File: config.mk
export PLATFORM = sky130hd
export DESIGN_NAME = pea_firing_scheduler
export DESIGN_NICKNAME = d
export VERILOG_FILES = /design/src/rtl/pea_sched_pkg.sv /design/src/rtl/pea_watchdog.sv /design/src/rtl/pea_firing_scheduler.sv
export SDC_FILE = /design/constraint.sdc
export NUM_CORES = 1
export LEC_CHECK = 0
export CAP_MARGIN = 30
export CORE_MARGIN = 2
export CORE_UTILIZATION = 43
export CTS_BUF_LIST = sky130_fd_sc_hd__clkbuf_16
export DETAILED_ROUTE_END_ITERATION = 6
export PLACE_DENSITY = 0.76
export SKIP_CTS_REPAIR_TIMING = 1
export SLEW_MARGIN = 20
export SYNTH_ARGS = -nofsm -noshare
export SYNTH_HDL_FRONTEND = slang
export SYNTH_HIERARCHICAL = 1
export SYNTH_SLANG_ARGS = --single-unit
File: constraint.sdc
create_clock -name clk_i -period 4.75 [get_ports clk_i]
set_input_delay 0.475 -clock clk_i [delete_from_list [all_inputs] [get_ports clk_i]]
set_output_delay 0.475 -clock clk_i [all_outputs]
set_load 0.01 [all_outputs]
File: src/rtl/pea_sched_pkg.sv
// ---------------------------------------------------------------------------
// pea_sched_pkg
//   Shared definitions for the PEA firing scheduler:
//   - CFDF mode encodings presented to the PEA actor on next_instr
//   - scheduler state enumeration
//   - ceiling-log2 helper used to size the watchdog counter
// ---------------------------------------------------------------------------
package pea_sched_pkg;

    // CFDF modes understood by PEA_top_module_1 / PEA_enable
    localparam logic [1:0] SETUP_INSTR  = 2'b00;
    localparam logic [1:0] INSTR        = 2'b01;
    localparam logic [1:0] OUTPUT       = 2'b10;
    localparam logic [1:0] ILLEGAL_MODE = 2'b11;

    typedef enum logic [2:0] {
        S_IDLE    = 3'd0,
        S_CHECK   = 3'd1,
        S_FIRE    = 3'd2,
        S_WAIT_FC = 3'd3,
        S_SETTLE  = 3'd4,
        S_DONE    = 3'd5,
        S_ERR     = 3'd6
    } state_e;

    // Smallest width w (at least 1) such that 2**w >= value
    function automatic int log2ceil(input int value);
        int w;
        w = 1;
        while ((1 << w) < value) begin
            w = w + 1;
        end
        return w;
    endfunction

endpackage

File: src/rtl/pea_watchdog.sv
// ---------------------------------------------------------------------------
// pea_watchdog
//   Counts cycles spent waiting for firing-complete. The counter is cleared
//   while the firing pulse is issued and advances once per waiting cycle.
//   expire_o flags the cycle in which the count would reach WDOG_CYCLES-1,
//   so the owner can leave for its error state on that same clock edge.
//
// Ports
//   clk_i     in   1   system clock
//   rst_ni    in   1   asynchronous reset, active-low
//   clear_i   in   1   reset the count to zero on the next edge
//   count_i   in   1   advance the count by one on the next edge
//   expire_o  out  1   count is about to reach WDOG_CYCLES-1
// ---------------------------------------------------------------------------
module pea_watchdog
    import pea_sched_pkg::*;
#(
    parameter int WDOG_CYCLES = 1024
) (
    input  logic clk_i,
    input  logic rst_ni,
    input  logic clear_i,
    input  logic count_i,
    output logic expire_o
);

    localparam int W = log2ceil(WDOG_CYCLES);
    // Value held on the edge before the limit is reached
    localparam logic [W-1:0] LAST_BEFORE_LIMIT = W'(WDOG_CYCLES - 2);

    logic [W-1:0] count_q, count_d;

    always_comb begin
        count_d = count_q;
        if (clear_i) begin
            count_d = '0;
        end else if (count_i) begin
            count_d = count_q + W'(1);
        end
    end

    always_ff @(posedge clk_i or negedge rst_ni) begin
        if (!rst_ni) begin
            count_q <= '0;
        end else begin
            count_q <= count_d;
        end
    end

    assign expire_o = count_i && !clear_i && (count_q == LAST_BEFORE_LIMIT);

endmodule

File: src/rtl/pea_firing_scheduler.sv
// ---------------------------------------------------------------------------
// pea_firing_scheduler
//   Sequences firings of the PEA actor. It presents the CFDF mode on
//   next_instr, fires (one-cycle invoke) only when PEA_enable reports
//   enable, waits for firing-complete and then adopts the mode the actor
//   requested for its next firing. Provides a saturating firing count,
//   an optional firing limit and a watchdog on the firing duration.
//
// Ports
//   clk_i          in   1      system clock
//   rst_ni         in   1      asynchronous reset, active-low
//   run_i          in   1      level; 1 = scheduler may fire
//   max_firings_i  in   CNT_W  stop after this many firings; 0 = unbounded
//   enable_i       in   1      from PEA_enable for the current next_instr
//   fc_i           in   1      firing-complete from the actor
//   next_mode_i    in   2      actor-requested next mode, valid with fc_i
//   next_instr_o   out  2      mode presented to the actor and PEA_enable
//   invoke_o       out  1      one-cycle firing pulse
//   busy_o         out  1      in FIRE, WAIT_FC or SETTLE
//   done_o         out  1      firing limit reached
//   error_o        out  1      watchdog timeout or illegal mode (sticky)
//   fire_count_o   out  CNT_W  completed firings, saturating
// ---------------------------------------------------------------------------
module pea_firing_scheduler
    import pea_sched_pkg::*;
#(
    parameter int WDOG_CYCLES = 1024,
    parameter int CNT_W       = 16
) (
    input  logic             clk_i,
    input  logic             rst_ni,
    input  logic             run_i,
    input  logic [CNT_W-1:0] max_firings_i,
    input  logic             enable_i,
    input  logic             fc_i,
    input  logic [1:0]       next_mode_i,
    output logic [1:0]       next_instr_o,
    output logic             invoke_o,
    output logic             busy_o,
    output logic             done_o,
    output logic             error_o,
    output logic [CNT_W-1:0] fire_count_o
);

    state_e           state_q, state_d;
    logic [1:0]       next_instr_q, next_instr_d;
    logic             invoke_q, invoke_d;
    logic             done_q, done_d;
    logic             error_q, error_d;
    logic [CNT_W-1:0] fire_count_q, fire_count_d;

    logic wdogClear;
    logic wdogCount;
    logic wdogExpire;

    // Watchdog control depends only on the current state, keeping the
    // expire path free of any loop back through the next-state logic
    assign wdogClear = (state_q == S_FIRE);
    assign wdogCount = (state_q == S_WAIT_FC);

    pea_watchdog #(
        .WDOG_CYCLES (WDOG_CYCLES)
    ) u_watchdog (
        .clk_i    (clk_i),
        .rst_ni   (rst_ni),
        .clear_i  (wdogClear),
        .count_i  (wdogCount),
        .expire_o (wdogExpire)
    );

    // Next-state and registered-output logic. invoke is raised on the edge
    // entering FIRE so it is high for exactly the FIRE cycle. next_instr
    // doubles as the latch for the actor-requested mode, so it only moves
    // on the edge into SETTLE and the actor sees a stable mode throughout
    // CHECK, FIRE and WAIT_FC. fc is looked at only in WAIT_FC, which
    // discards a stale fc left over from an earlier firing.
    always_comb begin
        state_d      = state_q;
        next_instr_d = next_instr_q;
        invoke_d     = 1'b0;
        done_d       = done_q;
        error_d      = error_q;
        fire_count_d = fire_count_q;

        unique case (state_q)
            S_IDLE: begin
                if (run_i) begin
                    state_d = S_CHECK;
                end
            end
            S_CHECK: begin
                if (!run_i) begin
                    state_d = S_IDLE;
                end else if (enable_i) begin
                    state_d  = S_FIRE;
                    invoke_d = 1'b1;
                end
            end
            S_FIRE: begin
                state_d = S_WAIT_FC;
            end
            S_WAIT_FC: begin
                if (fc_i) begin
                    state_d      = S_SETTLE;
                    next_instr_d = next_mode_i;
                    if (fire_count_q != '1) begin
                        fire_count_d = fire_count_q + CNT_W'(1);
                    end
                end else if (wdogExpire) begin
                    state_d = S_ERR;
                    error_d = 1'b1;
                end
            end
            S_SETTLE: begin
                if (next_instr_q == ILLEGAL_MODE) begin
                    state_d = S_ERR;
                    error_d = 1'b1;
                end else if ((max_firings_i != '0) && (fire_count_q == max_firings_i)) begin
                    state_d = S_DONE;
                    done_d  = 1'b1;
                end else if (run_i) begin
                    state_d = S_CHECK;
                end else begin
                    state_d = S_IDLE;
                end
            end
            S_DONE: begin
                if (!run_i) begin
                    state_d = S_IDLE;
                    done_d  = 1'b0;
                end
            end
            S_ERR: begin
                state_d = S_ERR;
            end
            default: begin
                state_d = S_IDLE;
            end
        endcase
    end

    always_ff @(posedge clk_i or negedge rst_ni) begin
        if (!rst_ni) begin
            state_q      <= S_IDLE;
            next_instr_q <= SETUP_INSTR;
            invoke_q     <= 1'b0;
            done_q       <= 1'b0;
            error_q      <= 1'b0;
            fire_count_q <= '0;
        end else begin
            state_q      <= state_d;
            next_instr_q <= next_instr_d;
            invoke_q     <= invoke_d;
            done_q       <= done_d;
            error_q      <= error_d;
            fire_count_q <= fire_count_d;
        end
    end

    assign busy_o       = (state_q == S_FIRE) || (state_q == S_WAIT_FC) || (state_q == S_SETTLE);
    assign next_instr_o = next_instr_q;
    assign invoke_o     = invoke_q;
    assign done_o       = done_q;
    assign error_o      = error_q;
    assign fire_count_o = fire_count_q;

endmodule

* Word-level counts from Yosys, hierarchy flattened
Index checks and enable logic that the tools add are counted.
** Word-level totals
- Flip-flop bits (word level) :: 34
- Input port bits :: 23
- Output and inout port bits :: 22
- Logic and storage cells :: 67
** Operators by class
- Add/sub/neg operators :: 2
- Eq/ne operators :: 19
- Muxes and demuxes :: 23
- Reduce and logical (&&, ||, !) cells :: 16
** Operator list (number)
- $mux 3 :: 8
- $pmux 3 s7 :: 1
- $mux 10 :: 2
- $add 16x1->16 const B :: 1
- $eq 16x16->1 :: 1
- $ne 16x16->1 const B :: 1
- $reduce_bool 16->1 :: 1
- $ne 2x2->1 const B :: 7
- $reduce_and 4->1 :: 3
- $add 10x1->10 const B :: 1
- $eq 10x10->1 const B :: 1
- $mux 1 :: 10
- $eq 3x3->1 const B :: 3
- $eq 3x2->1 const B :: 2
- $ne 3x3->1 const B :: 2
- $reduce_bool 2->1 :: 3
- $pmux 1 s2 :: 2
- $eq 3x1->1 const B :: 1
- $logic_and 1x1->1 :: 3
- $logic_not 3->1 :: 1
- $reduce_and 3->1 :: 1
- $eq 2x2->1 const B :: 1
- $logic_or 1x1->1 :: 2
- $reduce_and 2->1 :: 1
- $logic_not 1->1 :: 1

* Logic depth before layout (Yosys ltp)
- Depth after elaboration :: 7
- Mapped depth :: 11
- Mapped depth without buffers :: 9

* Cells and area by module
Netlist, hierarchy kept.
** Modules (own cells, without submodules)
- pea_firing_scheduler :: instances 1, cells an instance 144, area an instance 1448.9 um^2, seq. area each 600.6 um^2
- pea_watchdog :: instances 1, cells an instance 53, area an instance 525.5 um^2, seq. area each 250.2 um^2

* Least setup slack after synthesis
OpenSTA, ideal clock, no wires.
- Path kind :: flip-flop to flip-flop
- Start :: register fire_count_q[0], in the netlist fire_count_o[0]
- End :: register fire_count_q[7], in the netlist fire_count_o[7]
- Setup time :: 127 ps
- Arrival time :: 1786 ps
- Required time :: 4623 ps
- Path slack :: 2837 ps
- Stages on the path, launching flop included :: 7
- Buffers on the path :: 0
- Clock period less this slack :: 1913 ps
- Path through :: dfrtp_1 -> ha_1 -> and3_4 -> and4_4 -> a2111oi_4 -> nand4_1 -> xnor2_1
** On the way
- Word-level cells in the longest chain between the ends :: 2
- Elaborated cells between the ends (all ways) :: 3
- Classes of those cells :: 1 x add/sub; 1 x eq/ne; 1 x reduce/logical
** RTL lines
- from (decl) :: RTL line pea_firing_scheduler.sv:50 : logic [CNT_W-1:0] fire_count_q, fire_count_d;
- from (signal assigned) :: RTL line pea_firing_scheduler.sv:156 : fire_count_q <= fire_count_d;
- parallel branches: the longest is 2 deep, another holds $add 16x1->16
Parallel ways; which one is timed is not known.
A chain may end at the register's enable or synchronous reset.

* Worst setup path in the final report
- Start :: register state_q[0]
- End :: output port busy_o
** On the way
- Word-level cells in the longest chain between the ends :: 3
- Elaborated cells between the ends (all ways) :: 5
- Classes of those cells :: 3 x eq/ne; 2 x reduce/logical
** RTL lines
- from (decl) :: RTL line pea_firing_scheduler.sv:45 : state_e state_q, state_d;
- from (signal assigned) :: RTL line pea_firing_scheduler.sv:151 : state_q <= state_d;
- $eq 3x2->1 :: RTL line pea_firing_scheduler.sv:160 : assign busy_o = (state_q == S_FIRE) || (state_q == S_WAIT_FC) || (state_q == S_SETTLE);
- $logic_or 1x1->1 :: RTL line pea_firing_scheduler.sv:160
- $logic_or 1x1->1 * :: RTL line pea_firing_scheduler.sv:160
- to (decl) :: RTL line pea_firing_scheduler.sv:39 : output logic busy_o,
Mark *: on every way between the ends. The rest lies on a longest branch, timed or not.

==> impl_metrics.toml <==
[global_routing]
grt_pass1_wl_um = 7610
grt_max_degree = 35
track_usage = 0.193
grt_overflow = 0
antenna_found_initial = 0
first_global_vias = 1568

[floorplanning]
fp.dieArea_um2 = 5150
fp.dieH_um = 71.8
rows = 24
core_area_um2 = 4380
ios = 45
die_w_um = 71.8
start_util = 0.450

[routing]
drt_iter0_drc = 107
drt-pass1-iter-count = 4
wirelength_um = 4430
top_layer = "met4"
drc = 0
wire_per_inst_um = 14.9
postRouteAntennaNets = 0
route.layer.met1.wl_um = 2150
met2_length_um = 1990
vias = 1640
wl_met3_um = 197
viasPerCell = 5.52

[place]
dp_slack_ns = 2.61
place_congestion = 0.884
dp_cells = 289
port_buffers = 44
dpl_cell_area_um2 = 2460
dp_hpwl_um = 3260

[timing]
slew_violations = 0
hold_viol = 0
finalSetupTns_ns = 0
max_slew_margin = 0.681
grt_setup_unrepaired = "false"
fin_crit_ns = 2.25
fmax_mhz = 444
clock_skew_ns = 0.00213
post-route-period-util = 0.474
setup_viol = 0
setup_ws_ns = 2.50
worst_slew_pin_slew_ns = 0.478

[clocking]
clkSinkCount = 34
cts_tree = "done"
clk_latency_ns = 0.28
path_clk_slew_ns = 0.05
htreeDepth = 2
cts_inserted_buffers = 5
cts_root_buffer = "clkbuf_16"
clk_path_buf_depth = 2

[synthesis]
synth.avg_cell_area_um2 = 10.0
synth_top_area_share = 0.431
synth_common_cells = "dfrtp_1, xnor2_1, nand2_1"
ys_seq_area_frac = 0.431
yosysMostFrequentCell = "dfrtp_1"
synth-seq-cells = 34
synth-edff-count = 0
synthArstFlopShare = 1.00
yosysTopAreaCell = "dfrtp_1"
yosys_warnings = 6
postSynthCellCount = 197
ys_types = 49
syn_area_um2 = 1970
postSynthNetCount = 223
synth_flop_cell = "dfrtp_1"
synth.area.top_cells = "dfrtp_1, xnor2_1, xor2_1"

[pwr]
p_per_area_nw_per_um2 = 398
ir_drop_uv = 353
p_leak_nw = 1.03

[setup_path]
crit_required_ns = 4.28
endpoint_kind = "primary output"
cp_max_fo = 11
crit_arrival_ns = 1.78
r2r_slack_ns = 2.60
crit_type = "flip-flop to primary output"
cp-start-kind = "flip-flop"

[outcome]
outcome = "finished clean"

[hold_path]
hold_class = "flip-flop to flip-flop"

[cells_and_area]
layout-drive-gt1-share = 0.0735
postLayoutCellArea_um2 = 2590
fin_cells = 297
diodes = 0
synthToLayoutAreaGrowth_pct = 31.4
postLayoutCoreUtil = 0.592
nNetsFinal = 270

[job]
maxCapViolCount = 0
-- sequential cells by signal, summed over array words and instances, names as in the netlist --
name,count
fire_count_o,16
error_o,1
state_q,3
next_instr_o,2
done_o,1
u_watchdog/count_q,10
invoke_o,1
-- path summary, 6_finish.rpt --
kind	start	end	cells after the start
min in group asynchronous	rst_ni	fire_count_o[5]	2
max in group asynchronous	rst_ni	u_watchdog/count_q[9]	2
hold reg to reg	error_o	error_o	1
hold / removal	error_o	error_o	1
setup / recovery	state_q[0]	busy_o	3
setup reg to reg	state_q[2]	state_q[2]	8
-- where the power goes --
| group | leakage, nW | internal, W | switching [W] | total, W |
|---|---|---|---|---|
| clock | 0.0663 | 0.000188 | 0.000112 | 0.000301 |
| sequential | 0.456 | 0.000338 | 0.0000786 | 0.000416 |
| combinational | 0.509 | 0.000160 | 0.000154 | 0.000315 |
-- final cells by class --
| type | instances | area, um^2 |
|---|---|---|
| fill | 376 | 1790 |
| multi-input combinational | 152 | 1070 |
| sequential | 34 | 851 |
| timing repair buffer | 46 | 455 |
| clock buffer | 5 | 125 |
| tap | 52 | 65.1 |
| inverter | 5 | 18.8 |
| clock inverter | 3 | 11.3 |
-- per-layer routing --
layer  vias up  track usage
li1        807            -
met1       792        0.267
met2        33        0.292
met3         8       0.0450
met4         0       0.0818
met5         -            0
-- cell usage in the layout, fill, tap and decap left out, drive strengths merged, types with 3 or more instances in the layout --
cell	netlist	routed
clkdlybuf4s50	0	44
nand3	12	12
and4	4	4
o21ai	3	3
dfrtp	34	34
and2	3	3
nor2	11	11
xor2	11	11
a21oi	8	8
nand2	18	18
and3	6	6
ha	3	3
nor4	8	8
o31ai	3	3
xnor2	23	23
nor3b	3	3
clkinv	0	3
inv	5	5
nand4	9	9
clkbuf	2	5
-- critical path: stages (launching register included) --
cell,delay [ns]
dfrtp_1,0.48
nand2b_1,0.27
mux2i_1,0.19
clkdlybuf4s50_1,0.55
-- cells by family (layout without fill, tap and decap cells) --
kind of cell	after synthesis	count (layout)	share of synthesized area
fa+ha+maj	3	3	0.0190
flops	34	34	0.431
buf+inv	11	59	0.0279
compound gates	27	27	0.100
xor+xnor	34	34	0.151
simple gates	85	85	0.255
mux	3	3	0.0165
-- through the flow --
stage / total power (W) / hold slack (ns)
2_1_floorplan: 0.000611 / 0.179
3_3_place_gp: 0.000727 / 0.464
3_5_place_dp: 0.000733 / 0.467
4_1_cts: 0.00104 / 0.483
5_1_grt: 0.00110 / 0.506
6_report: 0.00103 / 0.477
No activity file was read; power rests on OpenSTA's default activity.
